`src/rtl/rng_postproc.sv`:
```
// Conditioning stage for the ring-oscillator TRNG: start-up discard, repetition-count
// health test, von Neumann debiasing and word packing behind a valid/ready handshake.
module rng_postproc #(
    parameter int WORD_W          = 8,
    parameter int RCT_CUTOFF      = 32,
    parameter int STARTUP_DISCARD = 4
) (
    input  logic              clk,
    input  logic              rst_n,
    input  logic              enable,
    input  logic              raw_bit,
    output logic [WORD_W-1:0] word_out,
    output logic              word_valid,
    input  logic              word_ready,
    output logic              health_fail
);
    localparam int DW = $clog2(STARTUP_DISCARD + 2);
    localparam int RW = $clog2(RCT_CUTOFF + 1);
    localparam int AW = $clog2(WORD_W + 1);
    localparam logic [DW-1:0] DISC_MAX = DW'(STARTUP_DISCARD);
    localparam logic [RW-1:0] RCT_MAX  = RW'(RCT_CUTOFF);
    localparam logic [AW-1:0] ASM_FULL = AW'(WORD_W);

    typedef enum logic {PAIR_FIRST, PAIR_SECOND} pair_e;

    pair_e             pair_q, pair_d;
    logic [DW-1:0]     disc_cnt_q, disc_cnt_d;
    logic [RW-1:0]     rep_cnt_q, rep_cnt_d;
    logic              prev_q, prev_d;
    logic              b0_q, b0_d;
    logic              health_fail_q, health_fail_d;
    logic [AW-1:0]     acnt_q, acnt_d;
    logic [WORD_W-1:0] asm_q, asm_d;
    logic [WORD_W-1:0] word_q, word_d;
    logic              valid_q, valid_d;

    logic sample, bit_vld, fail_now, xfer, full;

    always_comb begin
        // NOTE: every variable gets its hold value first, so no branch can leave one unassigned and infer a latch.
        pair_d        = pair_q;
        disc_cnt_d    = disc_cnt_q;
        rep_cnt_d     = rep_cnt_q;
        prev_d        = prev_q;
        b0_d          = b0_q;
        health_fail_d = health_fail_q;
        acnt_d        = acnt_q;
        asm_d         = asm_q;
        word_d        = word_q;
        valid_d       = valid_q;
        sample        = 1'b0;
        bit_vld       = 1'b0;
        fail_now      = 1'b0;
        xfer          = valid_q && word_ready;
        full          = (acnt_q == ASM_FULL);

        if (!enable) begin
            disc_cnt_d = '0;
            rep_cnt_d  = '0;
            pair_d     = PAIR_FIRST;
        end else if (disc_cnt_q < DISC_MAX) begin
            disc_cnt_d = disc_cnt_q + DW'(1);
        end else begin
            sample = 1'b1;
        end

        if (sample) begin
            if (rep_cnt_q == '0 || raw_bit != prev_q) begin
                rep_cnt_d = RW'(1);
            end else if (rep_cnt_q != RCT_MAX) begin
                rep_cnt_d = rep_cnt_q + RW'(1);
            end
            prev_d = raw_bit;
            if (rep_cnt_d == RCT_MAX) begin
                fail_now      = 1'b1;
                health_fail_d = 1'b1;
            end
            if (pair_q == PAIR_FIRST) begin
                b0_d   = raw_bit;
                pair_d = PAIR_SECOND;
            end else begin
                pair_d  = PAIR_FIRST;
                bit_vld = (b0_q != raw_bit);
            end
        end

        // A detected failure kills any pending word and stops packing until reset.
        if (xfer) valid_d = 1'b0;
        if (health_fail_q) begin
            valid_d = 1'b0;
            acnt_d  = '0;
        end else begin
            if (full && (!valid_q || xfer)) begin
                word_d  = asm_q;
                valid_d = 1'b1;
                acnt_d  = '0;
            end
            if (!enable) begin
                acnt_d = '0;
            end else if (bit_vld && !fail_now && acnt_d != ASM_FULL) begin
                asm_d  = {asm_q[WORD_W-2:0], b0_q};
                acnt_d = acnt_d + AW'(1);
            end
        end
    end

    always_ff @(posedge clk) begin
        // NOTE: non-blocking assignments so every flop samples pre-edge values regardless of statement order.
        if (!rst_n) begin
            pair_q        <= PAIR_FIRST;
            disc_cnt_q    <= '0;
            rep_cnt_q     <= '0;
            prev_q        <= 1'b0;
            b0_q          <= 1'b0;
            health_fail_q <= 1'b0;
            acnt_q        <= '0;
            asm_q         <= '0;
            word_q        <= '0;
            valid_q       <= 1'b0;
        end else begin
            pair_q        <= pair_d;
            disc_cnt_q    <= disc_cnt_d;
            rep_cnt_q     <= rep_cnt_d;
            prev_q        <= prev_d;
            b0_q          <= b0_d;
            health_fail_q <= health_fail_d;
            acnt_q        <= acnt_d;
            asm_q         <= asm_d;
            word_q        <= word_d;
            valid_q       <= valid_d;
        end
    end

    assign word_out    = word_q;
    assign word_valid  = valid_q;
    assign health_fail = health_fail_q;

endmodule

```
`config.mk`:
```
export PLATFORM = sky130hd
export DESIGN_NAME = rng_postproc
export DESIGN_NICKNAME = d
export VERILOG_FILES = /design/src/rtl/rng_postproc.sv
export SDC_FILE = /design/constraint.sdc
export NUM_CORES = 1
export LEC_CHECK = 0
export ABC_AREA = 1
export BUFFER_PORTS_ARGS = -buffer_cell sky130_fd_sc_hd__buf_2
export CORE_MARGIN = 2
export CORE_UTILIZATION = 50
export CTS_BUF_LIST = sky130_fd_sc_hd__clkbuf_16
export DETAILED_ROUTE_END_ITERATION = 6
export GPL_ROUTABILITY_DRIVEN = 1
export PLACE_DENSITY = 0.77
export SLEW_MARGIN = 20
export SYNTH_ARGS = -nofsm -noshare
export SYNTH_HDL_FRONTEND = slang
export SYNTH_SLANG_ARGS = --single-unit
export TNS_END_PERCENT = 30
```
`constraint.sdc`:
```
create_clock -name clk -period 1.85 [get_ports clk]
set_input_delay 0.0925 -clock clk [delete_from_list [all_inputs] [get_ports clk]]
set_output_delay 0.0925 -clock clk [all_outputs]
set_load 0.01 [all_outputs]
```
==> impl_metrics.py <==
metrics = {
    "floorplanning": {
        "rows": 21,
        "io-pin-count": 15,
        "start_util_pct": 52.04,
        "core_um2": 3311,
        "die_y_um": 62.70,
        "dieArea_um2": 3931,
        "die_w_um": 62.70,
    },
    "critical_path": {
        "crit_path_end_kind": "flip-flop",
        "crit_path_start_kind": "flip-flop",
        "crit_type": "flip-flop to flip-flop",
        "arrival_ps": 1920,
        "critPathRequiredTime_ps": 2070,
        "cp_max_fo": 15,
    },
    "timing": {
        "fin_worst_skew_ps": 3.014,
        "fin_tns_setup_ps": 0,
        "rsz0062_at_grt": "true",
        "clock.fmax_mhz": 588.8,
        "setup_viol": 0,
        "worstMarginPinSlew_ps": 459.1,
        "hold_viol_final": 0,
        "period_needed_ps": 1698,
        "report.final.slew_viol_count": 0,
        "period_share_pct": 91.80,
        "relSlewSlack_pct": 69.39,
    },
    "power_and_ir_drop": {
        "p_sw_w": 0.0003353,
        "comb_power_share_pct": 2.2,
        "peakVddDrop_uv": 533.1,
        "switching_share_pct": 19.54,
        "power_frac_seq_pct": 42.9,
        "p_total_w": 0.001716,
        "powerDensity_nw_per_um2": 842.4,
        "intPower_w": 0.001381,
        "clkPwrFrac_pct": 54.9,
        "p_leak_nw": 0.8644,
    },
    "synthesis": {
        "synth_mux_area_share_pct": 0,
        "synth_cell_types": 26,
        "synth_adder_area_share_pct": 3.631,
        "synth_area_um2": 1723,
        "syn_area_per_cell_um2": 7.149,
        "syn_inst": 241,
        "synth_xor_xnor_area_share_pct": 3.050,
        "yosysSeqAreaShare_pct": 39.51,
        "yosysMostFrequentCell": "nand2_1",
        "synth_top_family_by_area": "simple AND/OR/NAND/NOR gates",
        "ys_warn_count": 0,
        "ys_ff_latch": 34,
        "synth_top_area_share_pct": 39.51,
        "synthArstFlopShare_pct": 0,
        "synth_compound_area_share_pct": 9.150,
        "synth_top_flop_cell": "dfxtp_1",
        "synth.top_cells.by_area": "dfxtp_1 40%, nand2_1 11%, inv_1 6.5%",
        "yosysTopAreaCell": "dfxtp_1",
        "ys_top_cells_by_count": "50 x nand2_1, 34 x dfxtp_1, 30 x inv_1",
        "synth_edf_count": 0,
        "synth-simple-area-share_pct": 34.50,
        "syn_nets": 251,
    },
    "placement": {
        "place_congestion": 0.8350,
        "place_inst": 299,
        "place_hpwl_mm": 2.395,
        "io_buffers": 14,
    },
    "clock_network": {
        "cts_buffer_depth": 2,
        "cts_root_buf": "clkbuf_16",
        "cts.clk_slew.worst_paths_ps": 60,
        "cts_sinks": 34,
        "cts_resized": 0,
        "cts_tree": "yes",
        "clkLatencyLatePin_ps": 280,
        "postCtsSetupRepairBufs": 0,
        "h-tree-depth": 2,
        "numCtsBuffers": 5,
        "hold_buffers": 0,
    },
    "worst_hold_path": {
        "hold_path.class": "input pin to flip-flop",
    },
    "final_layout": {
        "area_delta_synth_final_pct": 18.23,
        "layout-drive-gt1-share_pct": 19.16,
        "nets": 270,
        "regArea_um2": 684.4,
        "fin_util_pct": 61.53,
        "final_cell_count_no_fill": 307,
        "multi_input_area_um2": 882.1,
        "n_antenna_cell": 0,
        "fill_cells": 317,
    },
    "drt": {
        "wl_per_cell_um": 11.13,
        "vias_per_cell": 5.098,
        "dr_total_vias": 1565,
        "drc_errors": 0,
        "drt-total-wl_mm": 3.418,
        "first_iter_violations": 89,
        "ant_nets": 0,
        "dr.pass1.iters": 4,
    },
    "grt": {
        "overflow": 0,
        "grtUsageTotal_pct": 18.68,
        "antenna_found_initial": 0,
        "grt_pass1_vias": 1409,
        "grt_start_max_net_pins": 17,
        "grt_pass1_wl_mm": 5.989,
    },
    "flow_run": {
        "maxCapViolations": 0,
    },
    "outcome": {
        "status": "completed",
    },
}
## layout make-up
class	instances	area share (%)
Multi-Input combinational cell	164	43.30
Sequential cell	34	33.60
Inverter	36	6.634
Clock buffer	5	6.143
Timing Repair Buffer	19	5.283
Tap cell	46	2.826
Clock inverter	3	2.211
## power groups by stage
stage          clock network, W  registers, W  logic (W)
6_report               0.000942      0.000736  0.0000377
5_1_grt                0.000996      0.000736  0.0000415
4_1_cts                0.000960      0.000736  0.0000376
3_5_place_dp                  0      0.000752  0.0000377
3_3_place_gp                  0      0.000752  0.0000369
2_1_floorplan                 0      0.000752  0.0000252
## registers in the layout (all words and copies together), names as in the netlist
| signal | flops |
|---|---|
| word_valid | 1 |
| asm_q | 8 |
| acnt_q | 4 |
| pair_q | 1 |
| prev_q | 1 |
| b0_q | 1 |
| word_out | 8 |
| rep_cnt_q | 6 |
| disc_cnt_q | 3 |
| health_fail | 1 |
## layer usage
metal  global-route usage, %  wire, um
met1                   23.95      1609
met2                   31.45      1563
met3                   3.784       194
met4                   6.111        51
met5                       0         0
## cells by family (layout without fill, tap and decap cells)
logic type	after synthesis	count (layout)
adders and majority gates	5	5
xor gates and xnor gates	6	6
DFF	34	34
buffers and inverters	43	63
AOI/OAI and AO/OA	29	29
and+or+nand+nor	124	124
## worst paths after layout
path	from	to	slack (ps)	cells after the start
setup / recovery	rep_cnt_q[1]	asm_q[7]	150	11
hold / removal	word_ready	word_valid	120	4
setup reg to reg	rep_cnt_q[1]	asm_q[7]	150	11
hold reg to reg	word_out[3]	word_out[3]	460	2
## worst max-delay path, stage by stage (launching register included)
cell,delay [ps]
dfxtp_2,370
ha_1,240
nand3_1,90
nand2_1,90
nand2_1,70
a21oi_2,180
nor2_4,50
nand2_4,160
nand3_4,140
nand2_1,110
inv_1,50
nor2_1,80
## cell usage in the layout (no fill, tap or decap), types with 5 or more instances in the layout
master,instances
a21oi_1,21
buf_2,14
buf_4,5
clkbuf_16,5
dfxtp_1,31
inv_1,30
nand2_1,49
nand3_1,21
nand4_1,15
nor2_1,24
xor2_1,5
## through the flow
step / instance area [um^2] / setup WS, ps / hold slack, ps
3_5_place_dp: 1848 / 63.42 / 408.4
4_1_cts: 2018 / 11.28 / 124.6
2_1_floorplan: 1723 / 218.5 / 256.5
3_3_place_gp: 1848 / 89.65 / 403.4
5_1_grt: 2037 / 4.552 / 148.3
6_report: 2037 / 151.6 / 121.8
No activity file was read; power rests on OpenSTA's default activity.
